<file path="src/rtl/if_fetch.sv">
`default_nettype none
// ============================================================================
//  Module      : if_fetch
//  Description : Instruction-fetch stage. Assembles each 32-bit instruction
//                from four little-endian byte reads on the shared byte port,
//                presents it to IF/ID and requests a stall until then.
//                Branch/jump redirects squash in-flight and held fetches.
//                Optional macro IF_ICACHE_EN adds a direct-mapped icache.
//  Revision    : 1.0  initial release
// ============================================================================
module if_fetch #(
    parameter logic [31:0] ENTRY_PC     = 32'h0000_0000,
    parameter int          ICACHE_IDX_W = 5
) (
    input  logic        clk,
    input  logic        rst,
    input  logic [5:0]  stall,
    input  logic        branch_en,
    input  logic [31:0] branch_target,
    input  logic        mem_ready,
    input  logic [7:0]  mem_rdata,
    output logic        mem_req,
    output logic [31:0] mem_addr,
    output logic [31:0] if_pc,
    output logic [31:0] if_inst,
    output logic        stallreq_if
);

    typedef enum logic [0:0] {
        S_FETCH = 1'b0,
        S_HOLD  = 1'b1
    } state_t;

    state_t      r_state;
    state_t      w_state_next;
    logic [31:0] r_pc;
    logic [31:0] r_inst;
    logic [2:0]  r_req_cnt;
    logic [2:0]  r_rcv_cnt;
    logic        r_acc_d;       // a request was accepted last cycle

    logic        w_valid;
    logic        w_issue;
    logic        w_accept;
    logic        w_latch;
    logic        w_word_done;
    logic        w_consume;
    logic        w_hit;
    logic [31:0] w_hit_word;
    logic        w_unused_bits;

    assign w_valid     = (r_state == S_HOLD);
    // Redirect and reset both silence the memory port in their cycle.
    assign w_issue     = !rst && !branch_en && (r_state == S_FETCH)
                         && (r_req_cnt != 3'd4) && !w_hit;
    assign w_accept    = w_issue && mem_ready;
    // A byte returning in a redirect cycle belongs to the squashed fetch.
    assign w_latch     = r_acc_d && !branch_en && !rst;
    assign w_word_done = w_latch && (r_rcv_cnt == 3'd3);
    assign w_consume   = w_valid && !stall[1];

    assign w_unused_bits = ^{stall[5:2], stall[0], branch_target[1:0]};

`ifdef IF_ICACHE_EN
    localparam int LINES = 1 << ICACHE_IDX_W;
    localparam int TAG_W = 32 - ICACHE_IDX_W - 2;

    logic [LINES-1:0]        r_line_vld;
    logic [TAG_W-1:0]        r_tag  [LINES];
    logic [31:0]             r_word [LINES];
    logic [ICACHE_IDX_W-1:0] w_idx;
    logic [TAG_W-1:0]        w_tag;

    assign w_idx      = r_pc[ICACHE_IDX_W+1:2];
    assign w_tag      = r_pc[31:ICACHE_IDX_W+2];
    // Lookup only before any byte of this pc has been requested.
    assign w_hit      = (r_state == S_FETCH) && (r_req_cnt == 3'd0)
                        && (r_rcv_cnt == 3'd0) && r_line_vld[w_idx]
                        && (r_tag[w_idx] == w_tag);
    assign w_hit_word = r_word[w_idx];

    // Line valid bits: cleared by reset, set when a fill completes.
    always_ff @(posedge clk) begin
        if (rst) begin
            r_line_vld <= '0;
        end else if (w_word_done) begin
            r_line_vld[w_idx] <= 1'b1;
        end
    end

    // Tag/data write on fill completion (aborted fills never reach here).
    always_ff @(posedge clk) begin
        if (!rst && w_word_done) begin
            r_tag[w_idx]  <= w_tag;
            r_word[w_idx] <= {mem_rdata, r_inst[23:0]};
        end
    end
`else
    logic [31:0] w_unused_cfg;

    assign w_unused_cfg = ICACHE_IDX_W;
    assign w_hit        = 1'b0;
    assign w_hit_word   = 32'h0;
`endif

    // State register.
    always_ff @(posedge clk) begin
        if (rst) begin
            r_state <= S_FETCH;
        end else begin
            r_state <= w_state_next;
        end
    end

    // Next state: word assembled (or cache hit) enters HOLD, consume leaves it.
    always_comb begin
        w_state_next = r_state;
        case (r_state)
            S_FETCH: if (w_word_done || w_hit) w_state_next = S_HOLD;
            S_HOLD:  if (!stall[1])            w_state_next = S_FETCH;
            default: w_state_next = S_FETCH;
        endcase
        if (branch_en) begin
            w_state_next = S_FETCH;
        end
    end

    // PC, request/receive counters and instruction assembly.
    always_ff @(posedge clk) begin
        if (rst) begin
            r_pc      <= ENTRY_PC;
            r_req_cnt <= 3'd0;
            r_rcv_cnt <= 3'd0;
            r_acc_d   <= 1'b0;
            r_inst    <= 32'h0;
        end else if (branch_en) begin
            r_pc      <= {branch_target[31:2], 2'b00};
            r_req_cnt <= 3'd0;
            r_rcv_cnt <= 3'd0;
            r_acc_d   <= 1'b0;
        end else begin
            r_acc_d <= w_accept;
            if (w_consume) begin
                r_pc      <= r_pc + 32'd4;
                r_req_cnt <= 3'd0;
                r_rcv_cnt <= 3'd0;
            end else begin
                if (w_accept) begin
                    r_req_cnt <= r_req_cnt + 3'd1;
                end
                if (w_latch) begin
                    r_inst[{r_rcv_cnt[1:0], 3'b000} +: 8] <= mem_rdata;
                    r_rcv_cnt <= r_rcv_cnt + 3'd1;
                end
                if (w_hit) begin
                    r_inst <= w_hit_word;
                end
            end
        end
    end

    assign mem_req     = w_issue;
    assign mem_addr    = r_pc + {29'd0, r_req_cnt};
    assign if_pc       = w_valid ? r_pc   : 32'h0;
    assign if_inst     = w_valid ? r_inst : 32'h0;
    assign stallreq_if = !w_valid;

endmodule
`default_nettype wire

</file>
<file path="config.mk">
export PLATFORM = sky130hd
export DESIGN_NAME = if_fetch
export DESIGN_NICKNAME = d
export VERILOG_FILES = /design/src/rtl/if_fetch.sv
export SDC_FILE = /design/constraint.sdc
export NUM_CORES = 1
export LEC_CHECK = 0
export ABC_AREA = 1
export BUFFER_PORTS_ARGS = -buffer_cell sky130_fd_sc_hd__buf_2
export CAP_MARGIN = 15
export CORE_MARGIN = 5
export CORE_UTILIZATION = 55
export CTS_CLUSTER_SIZE = 8
export DETAILED_ROUTE_END_ITERATION = 6
export GPL_TIMING_DRIVEN = 0
export PLACE_DENSITY = 0.86
export SETUP_SLACK_MARGIN = 0.1
export SLEW_MARGIN = 10
export SYNTH_ARGS = -nofsm -noshare
export SYNTH_HDL_FRONTEND = slang
export SYNTH_SLANG_ARGS = --single-unit
</file>
<file path="constraint.sdc">
create_clock -name clk -period 5.15 [get_ports clk]
set_input_delay 0.7725 -clock clk [delete_from_list [all_inputs] [get_ports clk]]
set_output_delay 0.7725 -clock clk [all_outputs]
set_load 0.005 [all_outputs]
</file>
### Word-level counts from Yosys, hierarchy flattened

Cells that the tools add are included.

* register bits after elaboration: 72
* latch bits: 0
* bits in writable memories: 0
* memory bits (read-only): 0
* input port bits: 50
* output and inout bits: 98
* memories: 0

* $add $sub $neg: 5
* multiply operators: 0
* div/mod/pow operators: 0
* $lt $le $gt $ge: 0
* eq/ne operators: 2
* shifts and indexed selects: 2
* mux-type cells: 8
* bitwise operators: 3
* reduce and logical (&&, ||, !) cells: 16

Operators by type and width (count)
* $mux W32: 4
* $add A32 B3 Y32: 1
* $add A32 B3 Y32 const B: 1
* $bwmux W32: 1
* $shift A8 B7 Y32 const A: 1
* $shiftx A8 B7 Y32: 1
* $logic_and A1 B1 Y1: 8
* $neg A5 Y7: 1
* $add A3 B1 Y3 const B: 2
* $logic_not A1 Y1: 4
* $eq A3 B2 Y1 const B: 1
* $ne A3 B3 Y1 const B: 1
* $not A1 Y1: 3
* $reduce_and A3 Y1: 1
* $reduce_or A3 Y1: 1
* $mux W1: 2
* $pmux W1 S2: 1
* $reduce_bool A2 Y1: 1
* $reduce_or A2 Y1: 1

### Longest topological paths before layout

Gate-level depths: netlist of run 1.

* depth after elaboration: 6
* gate-level depth with buffers: 10

### Worst setup path after synthesis of run 1

OpenSTA, ideal clock, no wires.

* kind: reg-to-output
* start: register r_pc[2]
* end: output port mem_addr[28]
* arrival time: 1.532 ns
* setup slack: 2.846 ns
* cell stages (with the launch flop): 9
* buffers on the path: 0
* cells stage by stage: dfxtp_1 > ha_1 > ha_1 > nand3_2 > nor2_2 > nand4_2 > nor2_2 > nand2_1 > xor2_1

* longest elaborated chain between the ends: 1

RTL lines
* from (decl): RTL line 36 `logic [31:0] r_pc;`
* from (signal assigned): RTL line 137 `r_pc <= {branch_target[31:2], 2'b00};`
* from (signal assigned): RTL line 144 `r_pc <= r_pc + 32'd4;`
* $add A32 B3 Y32: RTL line 163 `assign mem_addr = r_pc + {29'd0, r_req_cnt};`
* to (decl): RTL line 23 `output logic [31:0] mem_addr,`

No other way between the ends.

### Final worst setup path of run 1

* start: register r_req_cnt[2]
* end: output port mem_addr[28]

* longest elaborated chain between the ends: 1

RTL lines
* from (decl): RTL line 38 `logic [2:0] r_req_cnt;`
* from (signal assigned): RTL line 149 `r_req_cnt <= r_req_cnt + 3'd1;`
* $add A32 B3 Y32: RTL line 163

No other way between the ends.

==> out/results.ini, run 1 <==
[timing]
fin_tns_setup_ns = 0
finalCriticalPeriod_ns = 3.084
achievable-frequency_mhz = 324.3
slew_limit_headroom_pct = 60.41
worst_slack_ns = 2.066
grt_setup_unrepaired = no
worstMarginPinSlew_ns = 0.5939
hold_ws_ns = 0.4794
layout_worst_path_cycle_share_pct = 59.88
setup_violations = 0
final-hold-violation-count = 0
report.final.slew_viol_count = 0
fin_skew_ns = 0.01282

[worst_setup_path]
critPathMaxFanout = 6
ff2ff_setup_slack_ns = 2.93
critical_path_required_ns = 4.38
start_kind = register
worst_r2r_startpoint = r_rcv_cnt[0]
worstSetupEndpointType = output port
crit_type = reg -> out
arrival_ns = 2.31
crit_start = r_req_cnt[2]

[synthesis]
netlist_instances = 781
synth.ff_latch_count = 70
syn-cell-area_um2 = 4888
synth-seq-area-share_pct = 28.67
count_of_different_cell_masters_after_synthesis = 33
synthArstFlopShare_pct = 0
synth.cells.most_frequent = sky130_fd_sc_hd__nand2_1 (216), sky130_fd_sc_hd__inv_1 (121), sky130_fd_sc_hd__dfxtp_1 (70)
post_synth.cell_area_avg_um2 = 6.259
synth-edff-count = 0
synth_largest_area_cell = sky130_fd_sc_hd__dfxtp_1
yosysWarnings = 0
synthFlopType = sky130_fd_sc_hd__dfxtp_1
synth.area.top_cells = sky130_fd_sc_hd__dfxtp_1 (29%), sky130_fd_sc_hd__nand2_1 (17%), sky130_fd_sc_hd__inv_1 (9.3%)
synth_most_common_cell = sky130_fd_sc_hd__nand2_1
synth.top_cell.area_share_pct = 28.67

[detailed_routing]
post_drt_via_cell_ratio = 5.145
drc = 0
routed-via-count = 5366
drt_pass1_iterations = 5
detail_route.iter0.violations = 282
final_antenna_net_count = 0
wirelength_um = 14310
route.detailed.wl_per_inst_um = 13.72

[finish]
post_layout_inst_area_um2 = 5937
area.growth.synth_to_final_pct = 21.45
nets = 990
drive_above_1_share_pct = 23.23

[global_route]
first_global_vias = 5153
grt_start_max_net_pins = 15
grt_antenna_before_repair = 0
global_route.usage.total_pct = 25.58
grt_pass1_wl_um = 23270
grt_overflow_total = 0

[clock_network]
cts_buffers = 9
cts.reportedPaths.clkPinSlew_ns = 0.08
clk_latency_ns = 0.36
cts_post_setup_buffers_inserted = 0
cts-resized-gates = 0
cts_hold_buf = 0
buffer_levels_on_the_longest_clock_path = 2
cts_tree = done
tritoncts_num_sinks = 70
htree_num_levels = 3
cts_root_buf = sky130_fd_sc_hd__clkbuf_8

[run]
cap_violations = 0

[floorplan]
design.core.area_um2 = 8678
rows = 34
ios = 148
die_h_um = 104.3
initial_core_util_pct = 56.33
floorplan.die_area_um2 = 10870
die_w_um = 104.3

[pwr]
peakVddDrop_v = 0.0001519
static_leakage_nw = 3.268
p_per_area_nw_per_um2 = 208.6
power_mw = 1.238

[placement]
placedInstanceArea_um2 = 5708
place_worst_setup_slack_ns = 2.439
gpl.final_weighted_congestion = 0.9343
hpwl_um = 11130
placement.io_buffers = 136

[worst_hold_path]
min-delay-start = r_inst[0]
hold_class = reg -> reg

[status]
run_status = finished clean

-- per-stage QoR --
stage	util (%)	std cells
global route	68.38	1042
finish	68.41	1043
floorplan	-	782
detailed placement	65.77	1026
CTS	68.38	1042
global placement	65.77	1026
-- routing by layer --
metal	up-vias	part of all wire, %	GRT usage, %
met5	-	0	0
li1	2729	-	-
met3	44	8.6	4.655
met4	0	3.8	11.93
met1	2356	39	29.67
met2	237	49	45.11
-- flip-flops by register name (all words and copies together) (netlist names) --
name	cells
r_acc_d	1
r_inst	32
r_req_cnt	3
r_rcv_cnt	3
r_pc	30
r_state	1
-- final timing paths --
kind	endpoint	depth (start not counted)
hold reg to reg	r_inst[0]	2
setup / recovery	mem_addr[28]	9
hold / removal	r_inst[0]	2
setup reg to reg	r_inst[12]	8
-- final cells by class --
class / count / area [um^2]
diodes: 1 / 2.502
plain buffers: 41 / 250.2
clock buffers: 9 / 123.9
clock inverters: 7 / 102.6
fillers: 818 / 2741
inverters: 134 / 504.2
multi-input cells: 537 / 2736
flip-flops and latches: 70 / 1401
well taps: 108 / 135.1
repair buffers: 136 / 680.7
-- layout by cell type (no fill, tap or decap), drive strengths merged, types with 2 or more instances in the layout --
cell      n
dfxtp    70
o21ai    47
a21oi    38
conb      2
o211ai    2
ha       11
a31oi     7
xor2     30
bufinv    2
a211oi    6
inv     137
nand2   221
xnor2     4
nor3      4
o211a    11
nand3    56
buf     159
clkbuf   27
nor2     84
nand4    11
-- report_power, final --
group	switching, mW	total [mW]	internal (mW)
clock	0.240	0.519	0.280
combinational	0.0850	0.143	0.0580
sequential	0.0193	0.576	0.557
-- critical path, stage by stage (launching register included) --
cell	delay, ns
sky130_fd_sc_hd__dfxtp_1	0.46
sky130_fd_sc_hd__ha_1	0.22
sky130_fd_sc_hd__ha_1	0.20
sky130_fd_sc_hd__nand3_2	0.16
sky130_fd_sc_hd__nor2_2	0.28
sky130_fd_sc_hd__nand4_2	0.16
sky130_fd_sc_hd__nor2_2	0.14
sky130_fd_sc_hd__nand2_1	0.08
sky130_fd_sc_hd__xor2_1	0.13
sky130_fd_sc_hd__buf_2	0.12
-- logic make-up (layout without fill, tap and decap cells) --
kind of cell / after synthesis / count (layout) / share of synthesized area (%)
adders and majority gates: 11 / 11 / 2.815
and+or+nand+nor: 376 / 376 / 33.25
buffers and inverters: 175 / 327 / 15.43
DFF: 70 / 70 / 28.67
xor gates and xnor gates: 34 / 34 / 6.092
muxes: 1 / 1 / 0.2048
AOI/OAI and AO/OA: 113 / 113 / 13.46
other: 1 / 3 / 0.07671
(Power assumes the default switching activity.)
==> inputs of run 2 (changes only) <==
- CORE_UTILIZATION: 55 -> 53
- PLACE_DENSITY: 0.86 -> 0.83
- clock period: 5.15 -> 2.85 ns (I/O delays scaled with it)
==> run 2 against run 1 <==
  * Die area grew 3.4%
  * Sequential cell count stayed put
  * Non-clock buffer count rose by 2
  * Clock skew shrank 0.0021 ns
  * Register-to-register slack lost 2.3 ns
  * Largest cell class unchanged
  * Critical endpoint unchanged
  * Sequential power rose by 81%
  * First-iteration DRC count increased by 1.8%
  * Sequential share of layout area up 0.11 points
==> out/results.ini, run 2 (synthesized netlist as in run 1, its figures left out) <==
[status]
run_status = finished clean

[finish]
largest_register_ff_count = 32  ; unchanged
regMostFlops = r_inst
filler_cell_count = 887  ; +8.4%
nets = 992  ; +0.20%
largest_registers_ranked_by_flip_flop_count = r_inst: 32 flops, r_pc: 30 flops
instances_no_fill = 1047  ; +0.38%
layout.core_utilization_pct = 64.88  ; -3.5 points
post_layout_inst_area_um2 = 5909  ; -0.46%
drive_above_1_share_pct = 23.40  ; +0.16 points
antenna-diode-count = 0  ; -1
area.growth.synth_to_final_pct = 20.89
layout_commonest_cell = sky130_fd_sc_hd__nand2_1
most-common-layout-cells = sky130_fd_sc_hd__nand2_1 (216), sky130_fd_sc_hd__buf_2 (141), sky130_fd_sc_hd__inv_1 (121), sky130_fd_sc_hd__dfxtp_1 (70), sky130_fd_sc_hd__nor2_1 (63)

[worst_setup_path]
maximum_cell_stage_delay_along_the_critical_path_ns = 0.43  ; -0.03 ns
worstSetupEndpointType = output port
arrival_ns = 2.23  ; -0.08 ns
cp_cell_sequence = ha_1, ha_1, nand3_2, nor2_4, nand4_2, nor2_2, nand2_1, xor2_1, buf_2
critPathMaxFanout = 4  ; -2
start_kind = register
crit_type = reg -> out
critical_path_required_ns = 2.42  ; -1.96 ns
path_common_cell = sky130_fd_sc_hd__ha_1
bufs_and_invs_on_worst_path = 1  ; unchanged
critPathTopFamily = simple AND/OR/NAND/NOR gates
cpMaxStageDelayCell = sky130_fd_sc_hd__dfxtp_1

[clock_network]
buffer_levels_on_the_longest_clock_path = 2  ; unchanged
tritoncts_num_sinks = 70  ; unchanged
cts_tree = done
cts.reportedPaths.clkPinSlew_ns = 0.08  ; about the same
cts_root_buf = sky130_fd_sc_hd__clkbuf_8
cts_hold_buf = 0  ; unchanged
htree_num_levels = 3  ; unchanged
cts_buffers = 9  ; unchanged
clk_latency_ns = 0.36  ; about the same

[timing]
achievable-frequency_mhz = 375.7
fin_skew_ns = 0.01073  ; -0.002090 ns
grt_setup_unrepaired = yes
report.final.slew_viol_count = 0  ; unchanged
worstMarginPinSlew_ns = 0.6443  ; +0.05043 ns
fin_tns_setup_ns = 0  ; unchanged
setup_violations = 0  ; unchanged
final-hold-violation-count = 0  ; unchanged
slew_limit_headroom_pct = 57.05  ; -3.4 points
finalCriticalPeriod_ns = 2.662
layout_worst_path_cycle_share_pct = 93.40

[floorplan]
ios = 148  ; unchanged
design.core.area_um2 = 9109  ; +5.0%
die_w_um = 106.0  ; +1.7%
die_h_um = 106.0  ; +1.7%
initial_core_util_pct = 53.67  ; -2.7 points
rows = 35  ; +2.9%
floorplan.die_area_um2 = 11240  ; +3.4%

[placement]
post-place-cells = 1029  ; +0.29%
placedInstanceArea_um2 = 5712  ; about the same
gpl.final_weighted_congestion = 0.9434  ; +0.97%
placement.io_buffers = 136  ; unchanged
hpwl_um = 11390  ; +2.4%

[pwr]
peakVddDrop_v = 0.0002255  ; +48%
p_per_area_nw_per_um2 = 346.7  ; +66%
power_mw = 2.049  ; +65%
static_leakage_nw = 3.243  ; -0.77%

[global_route]
grt_start_max_net_pins = 14  ; -1
global_route.usage.total_pct = 25.85  ; +0.27 points
first_global_vias = 5085  ; -1.3%
grt_antenna_before_repair = 1  ; +1
grt_pass1_wl_um = 23450  ; +0.80%
grt_overflow_total = 0  ; unchanged

[worst_hold_path]
hold_class = in -> reg

[detailed_routing]
final_antenna_net_count = 0  ; unchanged
drt_pass1_iterations = 6  ; +1
wirelength_um = 14580  ; +1.9%
detail_route.iter0.violations = 287  ; +1.8%
post_drt_via_cell_ratio = 5.185  ; +0.79%
route.detailed.wl_per_inst_um = 13.93  ; +1.5%
drc = 0  ; unchanged
routed-via-count = 5429  ; +1.2%

[run]
cap_violations = 0  ; unchanged

run 2: cell types whose count changed in the layout (fill, tap and decap cells not counted):
cell and change:
sky130_fd_sc_hd__clkinvlp_4 +3, sky130_fd_sc_hd__inv_6 -3, sky130_fd_sc_hd__buf_4 +2, sky130_fd_sc_hd__bufinv_16 -2, sky130_fd_sc_hd__clkbuf_1 +1, sky130_fd_sc_hd__clkinv_4 +1, sky130_fd_sc_hd__diode_2 -1, sky130_fd_sc_hd__nor2_1 -1
sky130_fd_sc_hd__nor2_4 +1
run 2: final cells by class:
class | instances | area (um^2) | area share, %
plain buffers | 41 | 250.2 | 4.235
inverters | 134 | 504.2 | 8.533
repair buffers | 138 | 695.7 | 11.77
well taps | 111 | 138.9 | 2.350
clock buffers | 10 | 127.6 | 2.160
flip-flops and latches | 70 | 1401 | 23.71
clock inverters | 6 | 47.55 | 0.8046
multi-input cells | 537 | 2744 | 46.43
run 2: worst reg2reg max path, stage by stage, from the launching register on:
cell,delay (ns)
sky130_fd_sc_hd__dfxtp_1,0.38
sky130_fd_sc_hd__inv_1,0.10
sky130_fd_sc_hd__clkbuf_1,0.39
sky130_fd_sc_hd__ha_1,0.34
sky130_fd_sc_hd__inv_1,0.08
sky130_fd_sc_hd__clkbuf_1,0.33
sky130_fd_sc_hd__nor2_1,0.20
sky130_fd_sc_hd__a21oi_1,0.22
sky130_fd_sc_hd__nor2_1,0.07
run 2: repair_timing:
action                     CTS  global route
setup endpoints to repair    1             4
pin swaps                    0             1
hold endpoints to repair     0             0
cloned                       0             0
buffers inserted             0             2
resized for setup            1             1
run 2: layer usage:
layer	vias to the layer above	GRT usage, %	wire length (um)
met5	-	0	7
met4	2	9.621	428
met3	46	6.132	1350
met2	248	45.86	7048
met1	2402	30.14	5747
li1	2731	-	-
run 2: path summary, 6_finish.rpt:
path              slack (ns)          from  depth (start not counted)            to
hold reg to reg         0.48     r_inst[7]                          2     r_inst[7]
hold / removal          0.29           rst                          2    r_inst[18]
setup reg to reg        0.64  r_rcv_cnt[0]                          8    r_inst[12]
setup / recovery        0.19  r_req_cnt[2]                          9  mem_addr[28]
run 2: per-stage QoR:
| stage | setup WS (ns) | hold slack [ns] |
|---|---|---|
| CTS | 0.1449 | 0.2865 |
| global placement | 0.4667 | 0.4598 |
| global route | 0.06814 | 0.2868 |
| detailed placement | 0.4461 | 0.4684 |
| finish | 0.1880 | 0.2874 |
| floorplan | 0.8909 | 0.4442 |
run 2: power by group:
part	internal (mW)	switching [mW]
Sequential	1.01	0.0354
Clock	0.320	0.426
Combinational	0.105	0.156
==> inputs of run 3 (changes only) <==
- CORE_UTILIZATION: 53 -> 54
- CTS_BUF_LIST: default -> sky130_fd_sc_hd__clkbuf_2 sky130_fd_sc_hd__clkbuf_4 sky130_fd_sc_hd__clkbuf_8
- PLACE_DENSITY: 0.83 -> 0.84
==> run 3 against run 2 <==
  * Hold slack got worse by 0.0028 ns
  * Sequential share of layout area fell by 0.21 points
  * Critical path depth did not move
  * Setup slack improved by 0.028 ns
  * Clock-buffer cell count did not move
  * Fmax rose by 1.1%
  * Die area fell by 1.7%
  * Total power rose by 14%
  * First-iteration DRC count fell by 1.0%
  * Sequential power barely moved
  * Cell count fell by 0.48%
  * Via count fell by 0.85%
  * Largest cell class unchanged
  * Largest power group unchanged
==> out/results.ini, run 3 (synthesized netlist as in run 1, its figures left out) <==
[timing]
achievable-frequency_mhz = 379.6  ; +1.1%
fin_tns_setup_ns = 0  ; unchanged
worst_slack_ns = 0.2158  ; +0.02774 ns
layout_worst_path_cycle_share_pct = 92.43  ; -0.97 points
fin_skew_ns = 0.01023  ; -0.0004909 ns
grt_setup_unrepaired = no
setup_violations = 0  ; unchanged
finalCriticalPeriod_ns = 2.634  ; -0.02774 ns
worstMarginPinSlew_ns = 0.6381  ; -0.006148 ns
report.final.slew_viol_count = 0  ; unchanged
slew_limit_headroom_pct = 57.46  ; +0.41 points
final-hold-violation-count = 0  ; unchanged

[worst_setup_path]
worst-r2r-cell-count = 8  ; unchanged
cp_cell_sequence = ha_1, ha_1, nand3_2, nor2_4, nand4_2, nor2_2, nand2_1, xor2_1, buf_2
start_kind = register
path_common_cell = sky130_fd_sc_hd__ha_1
worst_r2r_startpoint = r_rcv_cnt[0]
crit_start = r_pc[2]
arrival_ns = 2.21  ; -0.02 ns
crit_type = reg -> out
ff2ff_setup_slack_ns = 0.69  ; +0.05 ns
maximum_cell_stage_delay_along_the_critical_path_ns = 0.42  ; about the same
critPathMaxFanout = 6  ; +2
cpMaxStageDelayCell = sky130_fd_sc_hd__dfxtp_1
worstSetupEndpoint = mem_addr[28]
worstSetupEndpointType = output port
regToRegEndpoint = r_inst[30]
critical_path_required_ns = 2.42  ; about the same

[detailed_routing]
route.detailed.wl_per_inst_um = 14.08  ; +1.1%
drc = 0  ; unchanged
post_drt_via_cell_ratio = 5.166  ; -0.37%
routed-via-count = 5383  ; -0.85%
detail_route.iter0.violations = 284  ; -1.0%
final_antenna_net_count = 0  ; unchanged
drt_pass1_iterations = 5  ; -1
wirelength_um = 14670  ; +0.64%

[placement]
placement.io_buffers = 136  ; unchanged
hpwl_um = 11320  ; -0.68%
placedInstanceArea_um2 = 5708  ; about the same
post-place-cells = 1026  ; -0.29%
gpl.final_weighted_congestion = 0.9285  ; -1.6%
place_worst_setup_slack_ns = 0.4465  ; +0.0004360 ns

[floorplan]
initial_core_util_pct = 55.78  ; +2.1 points
rows = 34  ; -2.9%
die_h_um = 105.1  ; -0.84%
die_w_um = 105.1  ; -0.84%
ios = 148  ; unchanged
design.core.area_um2 = 8763  ; -3.8%
floorplan.die_area_um2 = 11060  ; -1.7%

[finish]
instances_no_fill = 1042  ; -0.48%
layout_commonest_cell = sky130_fd_sc_hd__nand2_1
post_layout_inst_area_um2 = 5968  ; +1.0%
nets = 990  ; -0.20%
antenna-diode-count = 0  ; unchanged
area.growth.synth_to_final_pct = 22.09
drive_above_1_share_pct = 23.34  ; -0.057 points
largest_register_ff_count = 32  ; unchanged
largest_registers_ranked_by_flip_flop_count = r_inst: 32 flops, r_pc: 30 flops
most-common-layout-cells = sky130_fd_sc_hd__nand2_1 (216), sky130_fd_sc_hd__buf_2 (141), sky130_fd_sc_hd__inv_1 (121), sky130_fd_sc_hd__dfxtp_1 (69), sky130_fd_sc_hd__nor2_1 (64)
regMostFlops = r_inst

[clock_network]
cts_hold_buf = 0  ; unchanged
tritoncts_num_sinks = 70  ; unchanged
cts_root_buf = sky130_fd_sc_hd__clkbuf_8
cts.reportedPaths.clkPinSlew_ns = 0.08  ; about the same
cts_tree = done
htree_num_levels = 3  ; unchanged
cts_buffers = 9  ; unchanged
cts_post_setup_buffers_inserted = 0  ; unchanged
clk_latency_ns = 0.36  ; about the same
buffer_levels_on_the_longest_clock_path = 2  ; unchanged

[pwr]
net_switching_component_of_the_power_mw = 0.6095  ; -1.3%
power.clock.fraction_pct = 44.3  ; +7.9 points
swShare_pct = 26.11  ; -4.0 points
p_comb_share_pct = 11.1  ; -1.6 points
p_per_area_nw_per_um2 = 391.1  ; +13%
power.sequential.fraction_pct = 44.6  ; -6.2 points
static_leakage_nw = 3.285  ; +1.3%
power.internal_mw = 1.724  ; +20%
peakVddDrop_v = 0.0002946  ; +31%

[worst_hold_path]
hold_class = in -> reg

[global_route]
first_global_vias = 5154  ; +1.4%
grt_overflow_total = 0  ; unchanged
grt_antenna_before_repair = 0  ; -1
grt_start_max_net_pins = 14  ; unchanged
grt_pass1_wl_um = 23630  ; +0.76%
global_route.usage.total_pct = 25.75  ; -0.095 points

[run]
cap_violations = 0  ; unchanged

[status]
run_status = finished clean

## run 3: area by class of cell
class,instances,area (um^2)
fill,830,2795
clock buffer,10,137.6
sequential,70,1403
inverter,134,504.2
timing repair buffer,136,680.7
clock inverter,6,116.4
multi-input combinational,537,2741
buffer,41,250.2
tap,108,135.1
## run 3: worst max-delay path, delay by kind of cell (launching register included)
family,cells,cell delay (ns)
xor+xnor,1,0.14
flops,1,0.42
buf+inv,1,0.12
fa+ha+maj,2,0.41
simple gates,5,0.77
## run 3: repair_timing
item                                    in CTS  in global routing
endpoints found under the setup margin       1                  2
cloned                                       0                  0
pin swaps                                    0                  0
gates resized for setup                      1                  1
## run 3: stage by stage
step / hold slack, ns / total power [mW] / util (%)
detailed placement: 0.4579 / 1.317 / 65.13
CTS: 0.2802 / 2.331 / 68.09
global route: 0.2942 / 2.410 / 68.10
finish: 0.2846 / 2.334 / 68.10
global placement: 0.4558 / 1.315 / 65.13
floorplan: 0.4442 / 1.209 / -
## run 3: worst min-delay path by stage
stage / start / cells after the start / end
after floorplan: r_inst[28] / 2 / r_inst[28]
after global placement: r_inst[0] / 2 / r_inst[0]
after detailed placement: r_inst[0] / 2 / r_inst[0]
after CTS: rst / 2 / r_inst[16]
after global routing: rst / 2 / r_inst[18]
final: rst / 2 / r_inst[18]
## run 3: power by group through the flow
| stage | clock (mW) | combinational (mW) | sequential (mW) |
|---|---|---|---|
| detailed placement | 0 | 0.254 | 1.06 |
| floorplan | 0 | 0.158 | 1.05 |
| CTS | 1.03 | 0.257 | 1.04 |
| global route | 1.08 | 0.288 | 1.05 |
| global placement | 0 | 0.252 | 1.06 |
| finish | 1.03 | 0.259 | 1.04 |
## run 3: routing by layer
metal  wire length [um]  global-route usage (%)
met1               5710                   29.81
met2               7041                   44.51
met3               1373                   6.473
met4                549                   11.69
met5                  0                       0
